[src/rtl/mod_counter.sv]
// mod_counter: up/down modulo counter over 0..limit with wrap/saturate, load, terminal-count pulse; ports clk rst en select load load_val limit sat -> count tc; optional step prescaler under MOD_COUNTER_PRESCALE_EN
module mod_counter #(
    parameter int WIDTH    = 4,
    parameter int PRESCALE = 4
) (
    input  logic             clk,
    input  logic             rst,
    input  logic             en,
    input  logic             select,
    input  logic             load,
    input  logic [WIDTH-1:0] load_val,
    input  logic [WIDTH-1:0] limit,
    input  logic             sat,
    output logic [WIDTH-1:0] count,
    output logic             tc
);
    if (WIDTH < 2 || WIDTH > 32 || PRESCALE < 1 || PRESCALE > 256) begin : g_bad_params
    end
    logic             step;
    logic             over;
    logic             top;
    logic             bot;
    logic [WIDTH-1:0] nxt;
    logic             nxt_tc;
`ifdef MOD_COUNTER_PRESCALE_EN
    localparam int PW = PRESCALE > 1 ? $clog2(PRESCALE) : 1;
    localparam logic [PW-1:0] DIV_LAST = PW'(PRESCALE - 1);
    logic [PW-1:0] div;
    always_ff @(posedge clk)
        div <= (rst || load) ? '0 : !en ? div : (div == DIV_LAST) ? '0 : div + 1'b1;
    assign step = en && !load && (div == DIV_LAST);
`else
    assign step = en && !load;
`endif
    always_comb begin
        over   = count > limit;
        top    = count == limit;
        bot    = count == '0;
        nxt    = over   ? limit :
                 select ? (top ? (sat ? count : '0)    : count + 1'b1) :
                          (bot ? (sat ? count : limit) : count - 1'b1);
        nxt_tc = !over && (select ? top : bot);
    end
    always_ff @(posedge clk) begin
        if (rst) begin
            count <= '0;
            tc    <= 1'b0;
        end else if (load) begin
            count <= (load_val > limit) ? limit : load_val;
            tc    <= 1'b0;
        end else if (step) begin
            count <= nxt;
            tc    <= nxt_tc;
        end else begin
            tc    <= 1'b0;
        end
    end
endmodule
[config.mk]
export PLATFORM = sky130hd
export DESIGN_NAME = mod_counter
export DESIGN_NICKNAME = d
export VERILOG_FILES = /design/src/rtl/mod_counter.sv
export SDC_FILE = /design/constraint.sdc
export NUM_CORES = 1
export LEC_CHECK = 0
export ABC_AREA = 1
export CORE_ASPECT_RATIO = 0.9
export CORE_MARGIN = 3
export CORE_UTILIZATION = 50
export DETAILED_ROUTE_END_ITERATION = 10
export GPL_ROUTABILITY_DRIVEN = 0
export GPL_TIMING_DRIVEN = 0
export PLACE_DENSITY_LB_ADDON = 0.2
export SYNTH_ARGS = -nofsm -noshare
export SYNTH_HDL_FRONTEND = slang
export SYNTH_SLANG_ARGS = --single-unit
[constraint.sdc]
create_clock -name clk -period 3.5 [get_ports clk]
set_clock_uncertainty 0.05 [all_clocks]
set_input_delay 0.35 -clock clk [delete_from_list [all_inputs] [get_ports clk]]
set_output_delay 0.35 -clock clk [all_outputs]
set_load 0.03 [all_outputs]
Yosys cells after proc, flatten, opt, wreduce, memory -nomap -nowiden
Index checks and enable logic that the tools add are counted.
- output and inout port bits: 5
- bits in registers: 5
- logic and storage cells: 28
- bitwise operators: 1
- magnitude comparators: 2
- muxes and demuxes: 10
- equality and inequality tests: 3
- reductions and logical operators: 8
- $add $sub $neg: 2
- operators by type and width (kind ; number):
    $mux W4 ; 9
    $gt A4 B4 Y1 ; 2
    $ne A5 B4 Y1 const B ; 1
    $ne A5 B5 Y1 const B ; 1
    $add A4 B1 Y4 const B ; 1
    $eq A4 B4 Y1 ; 1
    $logic_not A4 Y1 ; 1
    $sub A4 B1 Y4 const B ; 1
    $reduce_and A3 Y1 ; 1
    $reduce_or A3 Y1 ; 1
    $logic_and A1 B1 Y1 ; 2
    $logic_not A1 Y1 ; 2
    $reduce_bool A2 Y1 ; 1
    $mux W1 ; 1
    $not A1 Y1 ; 1

Logic depth before layout (Yosys ltp)
Gate-level depths: netlist of the first run.
- depth after elaboration: 6
- mapped depth: 15
- depth with buffers taken out: 15

Worst setup path before layout of the first run
OpenSTA, ideal clock, no wires.
- kind: register -> register
- from: register count[0]
- to: register count[3]
- setup time: 111 ps
- data arrival time: 1686 ps
- data required time: 3339 ps
- setup slack: 1652 ps
- stages on the path, launching flop included: 14
- path through: dfxtp_1 inv_1 ha_1 nand2_1 nor2_2 inv_1 nand2_4 nand2_1 clkinv_1 nand2_1 nand2_1 nand2_1 nor2_1 nor2_1
- cells in the longest elaborated chain, start to end: 6
- elaborated cells between the ends (all ways): 14
- RTL lines (element ; line ; RTL):
    start, declared ; 14 ; output logic [WIDTH-1:0] count,
    start signal, assigned ; 49 ; count <= (load_val > limit) ? limit : load_val;
    start signal, assigned ; 52 ; count <= nxt;
    $sub A4 B1 Y4, or another cell as far along ; 41 ; (bot ? (sat ? count : limit) : count - 1'b1);
    $mux W4 (on tied branches) ; 41, 40 ;
    $mux W4 ; 40 ; select ? (top ? (sat ? count : '0) : count + 1'b1) :
    $mux W4 ; 39 ; nxt = over ? limit :
    $mux W4 ; 51 ; end else if (step) begin
    $mux W4 ; 48 ; end else if (load) begin
Several ways; a longest one is shown, not always the timed one. The select of a mux whose other input is x is not followed.
A chain may end at the register's enable or synchronous reset.

Worst setup path after layout of the first run
- from: input port limit[3]
- to: register count[2]
- cells in the longest elaborated chain, start to end: 6
- elaborated cells between the ends (all ways): 12
- RTL lines (element ; line ; RTL):
    start, declared ; 12 ; input logic [WIDTH-1:0] limit,
    $eq A4 B4 Y1 ; 37 ; top = count == limit;
    $mux W4 (2 in series) ; 40 ;
    $mux W4 ; 39 ;
    $mux W4 ; 51 ;
    $mux W4 ; 48 ;
Several ways; a longest one is shown, not always the timed one. The select of a mux whose other input is x is not followed.

==> results of run 1 <==
[state kept, by name (all words and copies together), names as in the netlist]
signal and flops:
tc 1, count 4
[layout by cell type (no fill, tap or decap), types with 2 or more instances in the layout]
cell	count
nand2_1	35
nand3_1	24
clkdlybuf4s50_1	18
inv_1	17
nor2_1	12
ha_1	10
a21oi_1	5
nand2_4	5
dfxtp_1	5
nand4_1	4
inv_2	3
clkbuf_4	3
nand2_2	2
clkinv_1	2
[synthesized netlist by cell type]
cell type,number
nand2_4,5
dfxtp_1,5
nand2_2,2
nor2_2,1
xor2_1,1
nand2_1,35
inv_1,17
nand4_1,4
nand3_4,1
inv_2,3
o21ai_1,1
o21ai_2,1
o21ai_0,1
nor2_4,1
nand3_1,24
ha_1,10
clkinv_1,2
a21oi_1,5
nor2_1,12
[logic make-up after synthesis]
family	share of synthesized area, %
buffers and inverters	10.5
XOR/XNOR	1.11
AND/OR/NAND/NOR	54.1
flip-flops	12.7
AO/OA/AOI/OAI	5.57
adder cells (fa/ha/maj)	15.9
[worst max-delay path, cell delays in order]
cell and delay, ns:
clkdlybuf4s50_1 0.48, inv_1 0.09, ha_1 0.30, nand2_1 0.08, nor2_2 0.16, inv_1 0.12
nand2_4 0.13, nand3_1 0.10, nand3_1 0.10, nand2_1 0.07, nor2_1 0.09, nor2_1 0.05
[where the power goes]
group          switching (mW)  leakage [nW]  total (mW)  internal, mW
combinational           0.122         0.475       0.203        0.0808
clock                  0.0250        0.0150      0.0681        0.0432
sequential             0.0144        0.0414      0.0784        0.0640
total                   0.161         0.532       0.349         0.188
[worst paths after layout]
path / to / cells past startpoint
max reg2reg: count[2] / 11
min reg2reg: count[1] / 4
min: count[1] / 4
max: count[2] / 12
[cell type report]
class | instances | area (µm²)
Sequential cell | 5 | 100
Timing Repair Buffer | 18 | 180
Multi-Input combinational cell | 104 | 603
Clock buffer | 4 | 26.3
Tap cell | 14 | 17.5
Inverter | 22 | 82.6
Fill cell | 109 | 342
[layer usage]
layer / wire length, µm / vias to the layer above / part of all wire [%]
li1: - / 467 / -
met1: 828 / 400 / 43
met2: 934 / 37 / 49
met3: 150 / 3 / 7.8
met4: 9 / 0 / 0.47
met5: 0 / - / 0
[stage by stage]
| stage | hold slack, ns | cells | area, µm² | power (mW) | setup slack, ns |
|---|---|---|---|---|---|
| global route | 0.711 | 167 | 1010 | 0.383 | 1.33 |
| CTS | 0.693 | 167 | 1010 | 0.351 | 1.49 |
| global placement | 0.661 | 163 | 983 | 0.276 | 1.25 |
| finish | 0.685 | 167 | 1010 | 0.349 | 1.46 |
| floorplan | 0.452 | 131 | 786 | 0.221 | 1.65 |
| detailed placement | 0.673 | 163 | 983 | 0.281 | 1.24 |
==> results.toml, run 1 <==
[worst_setup_path]
worstPathRequired_ns = 3.59
crit_fanout = 7
worst-setup-path-type = "in2reg"
cp-start-kind = "primary input"
cp-end-kind = "register"
ff2ff_setup_slack_ns = 1.60
critPathLaunch = "limit[3]"
reg2reg_from = "count[0]"
arrival_ns = 2.13

[drt]
wl_um = 1920
first_pass_iters = 4
wire_per_inst_um = 11.5
drt_iter0_drc = 43
drcViolationCount = 0
vias = 907
postRouteAntennaNets = 0
via_per_inst = 5.43

[cts]
cts_tree = "built"
cts_resized = 0
cts.sinks = 5
clkLatencyLatePin_ns = 0.24
clk_pin_slew_ns = 0.04
clk_path_buf_depth = 2
root_buffer = "clkbuf_4"
cts_made_buffers = 3
ctsHtreeMaxLevel = 1
ctsHoldBuffers = 0
cts_setup_buffers = 0

[finish]
fin_util_pct = 74.7
final_layout_size_suffix_gt1_share_pct = 11.1
diodes = 0
nets = 178
area_growth_pct = 28.5

[power]
max-vdd-ir-drop_mv = 0.329
leakagePower_nw = 0.532
cellPowerDensity_nw_per_um2 = 346

[yosys]
syn_nets = 155
ys_warn_count = 0
yosys-top-cells-area = "nand2_1, ha_1, nand3_1, dfxtp_1, inv_1"
synth-seq-cells = 5
yosysTopAreaCellShare_pct = 16.7
seq_area_frac_synth_pct = 12.7
synth_area_leader_cell = "nand2_1"
syn_area_um2 = 786
avgSynthCellArea_um2 = 6.00
synth.distinct_cells = 19
syn-instance-count = 131

[sta]
worst_slew_pin_slew_ns = 0.345
layout_min_cycle_time_ns = 2.04
hold_viol_final = 0
setup_tns_ns = 0
fmax_ghz = 0.490
setup_viol = 0
rsz0062_at_grt = "no"
finalCritPeriodShare_pct = 58.3
slew_violations = 0
slew_headroom_pct = 77.0

[global_route]
met3_usage_pct = 4.98
grt_antenna_before_repair = 0
grt_max_degree = 11
grt_pass1_vias = 768
top_usage_layer = "met2"
gr-total-overflow = 0
grt_pass1_wl_um = 3150
grt_usage_pct = 20.8
grtUsageMet1_pct = 27.4
use_met2_pct = 33.5

[status]
outcome = "completed"

[floorplan]
io_pins = 19
row_count = 12
die_area_um2 = 2080
start_util_pct = 58.1
chipHeight_um = 43.6
die_w_um = 47.8
coreArea_um2 = 1350

[worst_hold_path]
hp-class = "reg2reg"
worstHoldStart = "count[1]"

[run]
maxCapViolCount = 0

[placement]
io_buffer_count = 18
hpwl_um = 1590
No activity file was read; power rests on OpenSTA's default activity.
==> inputs of run 2 (changes only) <==
--- a/config.mk
+++ b/config.mk
@@ -8,7 +8,7 @@
 export ABC_AREA = 1
 export CORE_ASPECT_RATIO = 0.9
 export CORE_MARGIN = 3
-export CORE_UTILIZATION = 50
+export CORE_UTILIZATION = 44
 export DETAILED_ROUTE_END_ITERATION = 10
 export GPL_ROUTABILITY_DRIVEN = 0
 export GPL_TIMING_DRIVEN = 0
==> constraint.sdc (replaced) <==
create_clock -name clk -period 1.7 [get_ports clk]
set_clock_uncertainty 0.05 [all_clocks]
set_input_delay 0.17 -clock clk [delete_from_list [all_inputs] [get_ports clk]]
set_output_delay 0.17 -clock clk [all_outputs]
set_load 0.03 [all_outputs]
==> results.toml, run 2 (synthesis results as in run 1) <==
[cts]
root_buffer = "clkbuf_4"
ctsHtreeMaxLevel = 1
clkLatencyLatePin_ns = 0.24
clk_path_buf_depth = 2
clk_pin_slew_ns = 0.05
cts_made_buffers = 3
cts_tree = "built"
cts.sinks = 5
ctsHoldBuffers = 0

[finish]
nets = 190
seqCellArea_um2 = 115
final_layout_size_suffix_gt1_share_pct = 30.9
fillers = 114
largest_reg_flops = 4
fin_cells = 187
regMostFlops = "count"
layout_commonest_cell = "nand2_1"
multiInputGateArea_um2 = 693
area_growth_pct = 56.2
layout_common_cells = "nand2_1, nand3_1, clkdlybuf4s50_1"
reg_top3 = "count x4, tc x1"
diodes = 0

[worst_setup_path]
worstPathRequired_ns = 1.78
rr_worst_depth = 12
crit_chain = "ha_4, nand2_1, nand2_1, nand2_1, nand2_2, nand2_4, nand3_4, nand2_4, nand2_4, inv_4, nor2_1, nor2_1"
arrival_ns = 1.72
critical_path_buf_inv_count = 1
slowest_delay_ns = 0.38
cp-end-kind = "register"
r2r_end = "count[3]"
cp_top_family = "simple AND/OR/NAND/NOR gates"
cp_slowest_cell = "dfxtp_4"
worst-setup-path-type = "reg2reg"
reg2reg_from = "count[1]"
crit_fanout = 7
cp-start-kind = "register"
ff2ff_setup_slack_ns = 0.06

[power]
p_comb_share_pct = 64.9
leakagePower_nw = 0.618
p_seq_share_pct = 19.1
cellPowerDensity_nw_per_um2 = 704
p_sw_mw = 0.397
clkPwrFrac_pct = 16.0
p_int_mw = 0.467
total_power_mw = 0.864
max-vdd-ir-drop_mv = 0.691
switching_share_pct = 45.9

[drt]
drt_iter0_drc = 31
vias = 1004
first_pass_iters = 5
wl_um = 2510
drcViolationCount = 0
postRouteAntennaNets = 0
wire_per_inst_um = 13.4
via_per_inst = 5.37

[sta]
setup_tns_ns = 0
slew_violations = 0
setup_viol = 0
layout_min_cycle_time_ns = 1.64
layout_setup_ws_ns = 0.0584
worst_slew_pin_slew_ns = 0.306
rsz0062_at_grt = "yes"
fmax_ghz = 0.609
slew_headroom_pct = 79.6
hold_viol_final = 0
finalCritPeriodShare_pct = 96.6

[run]
maxCapViolCount = 0

[global_route]
grt_pass1_vias = 815
grtUsageMet1_pct = 24.4
grt_usage_pct = 18.6
grt_antenna_before_repair = 0
gr-total-overflow = 0
use_met2_pct = 33.6
grt_max_degree = 11
grt_pass1_wl_um = 3350
top_usage_layer = "met2"
met3_usage_pct = 4.21

[worst_hold_path]
holdPathStages = 5
worstHoldStart = "limit[0]"
hold_end = "count[0]"
hp-class = "in2reg"

[floorplan]
start_util_pct = 50.3
coreArea_um2 = 1560
die_area_um2 = 2330
row_count = 13
die_w_um = 50.5
io_pins = 19
chipHeight_um = 46.1

[placement]
hpwl_um = 1540
io_buffer_count = 18
dpl_worst_slack_ns = -0.397
dpl.cell_count = 171

[status]
outcome = "completed"
## run 2: changes by cell type in the layout (fill, tap and decap cells not counted), sizes merged
| cell | delta |
|---|---|
| buf | +12 |
| clkdlybuf4s50 | -4 |
| dlygate4sd2 | +3 |
| clkbuf | -1 |
| clkinv | +1 |
| dlymetal6s2s | +1 |
## run 2: what timing repair did
action | 4_1_cts | 5_1_grt
endpoints found under the setup margin | 4 | 4
setup buffers | 3 | 9
pin swaps | 4 | 13
endpoints found under the hold margin | 0 | 0
gates resized for setup | 16 | 17
## run 2: final cells by class
type | count | area share, %
clock buffer | 3 | 1.83
clock inverter | 1 | 0.408
inverter | 22 | 7.14
multi-input combinational | 104 | 56.5
sequential | 5 | 9.38
tap | 22 | 2.24
timing repair buffer | 30 | 22.5
## run 2: how the worst max path moves through the flow
stage	from	endpoint	slack, ns	depth (start not counted)
floorplan	count[0]	count[3]	0.01	13
global route	count[1]	count[3]	-0.06	13
finish	count[1]	count[3]	0.06	12
CTS	count[0]	count[3]	0.02	13
detailed placement	limit[3]	count[3]	-0.40	14
global placement	limit[3]	count[3]	-0.38	14
## run 2: worst reg2reg max path: stages (launching register included)
cell and delay (ns):
dfxtp_4 0.38, ha_4 0.28, nand2_1 0.07, nand2_1 0.06, nand2_1 0.06, nand2_2 0.11, nand2_4 0.10, nand3_4 0.10
nand2_4 0.07, nand2_4 0.07, inv_4 0.05, nor2_1 0.08, nor2_1 0.04
## run 2: power by group through the flow
stage	clock [mW]	combinational [mW]	sequential, mW
2_1_floorplan	0	0.273	0.185
4_1_cts	0.145	0.448	0.169
3_5_place_dp	0	0.414	0.168
6_report	0.138	0.561	0.165
5_1_grt	0.154	0.611	0.165
3_3_place_gp	0	0.407	0.167
## run 2: per-stage QoR
stage	cell area, µm²	hold WS (ns)	utilization, %
after floorplan	791	0.272	-
after global placement	998	0.615	63.9
after detailed placement	998	0.617	63.9
after CTS	1090	0.467	69.6
after global routing	1230	0.543	78.6
final	1230	0.526	78.6
## run 2: per-layer routing
metal / up-vias / routed length, µm
met4: 0 / 44
met5: - / 0
met2: 54 / 1210
met1: 450 / 1090
li1: 494 / -
met3: 6 / 166
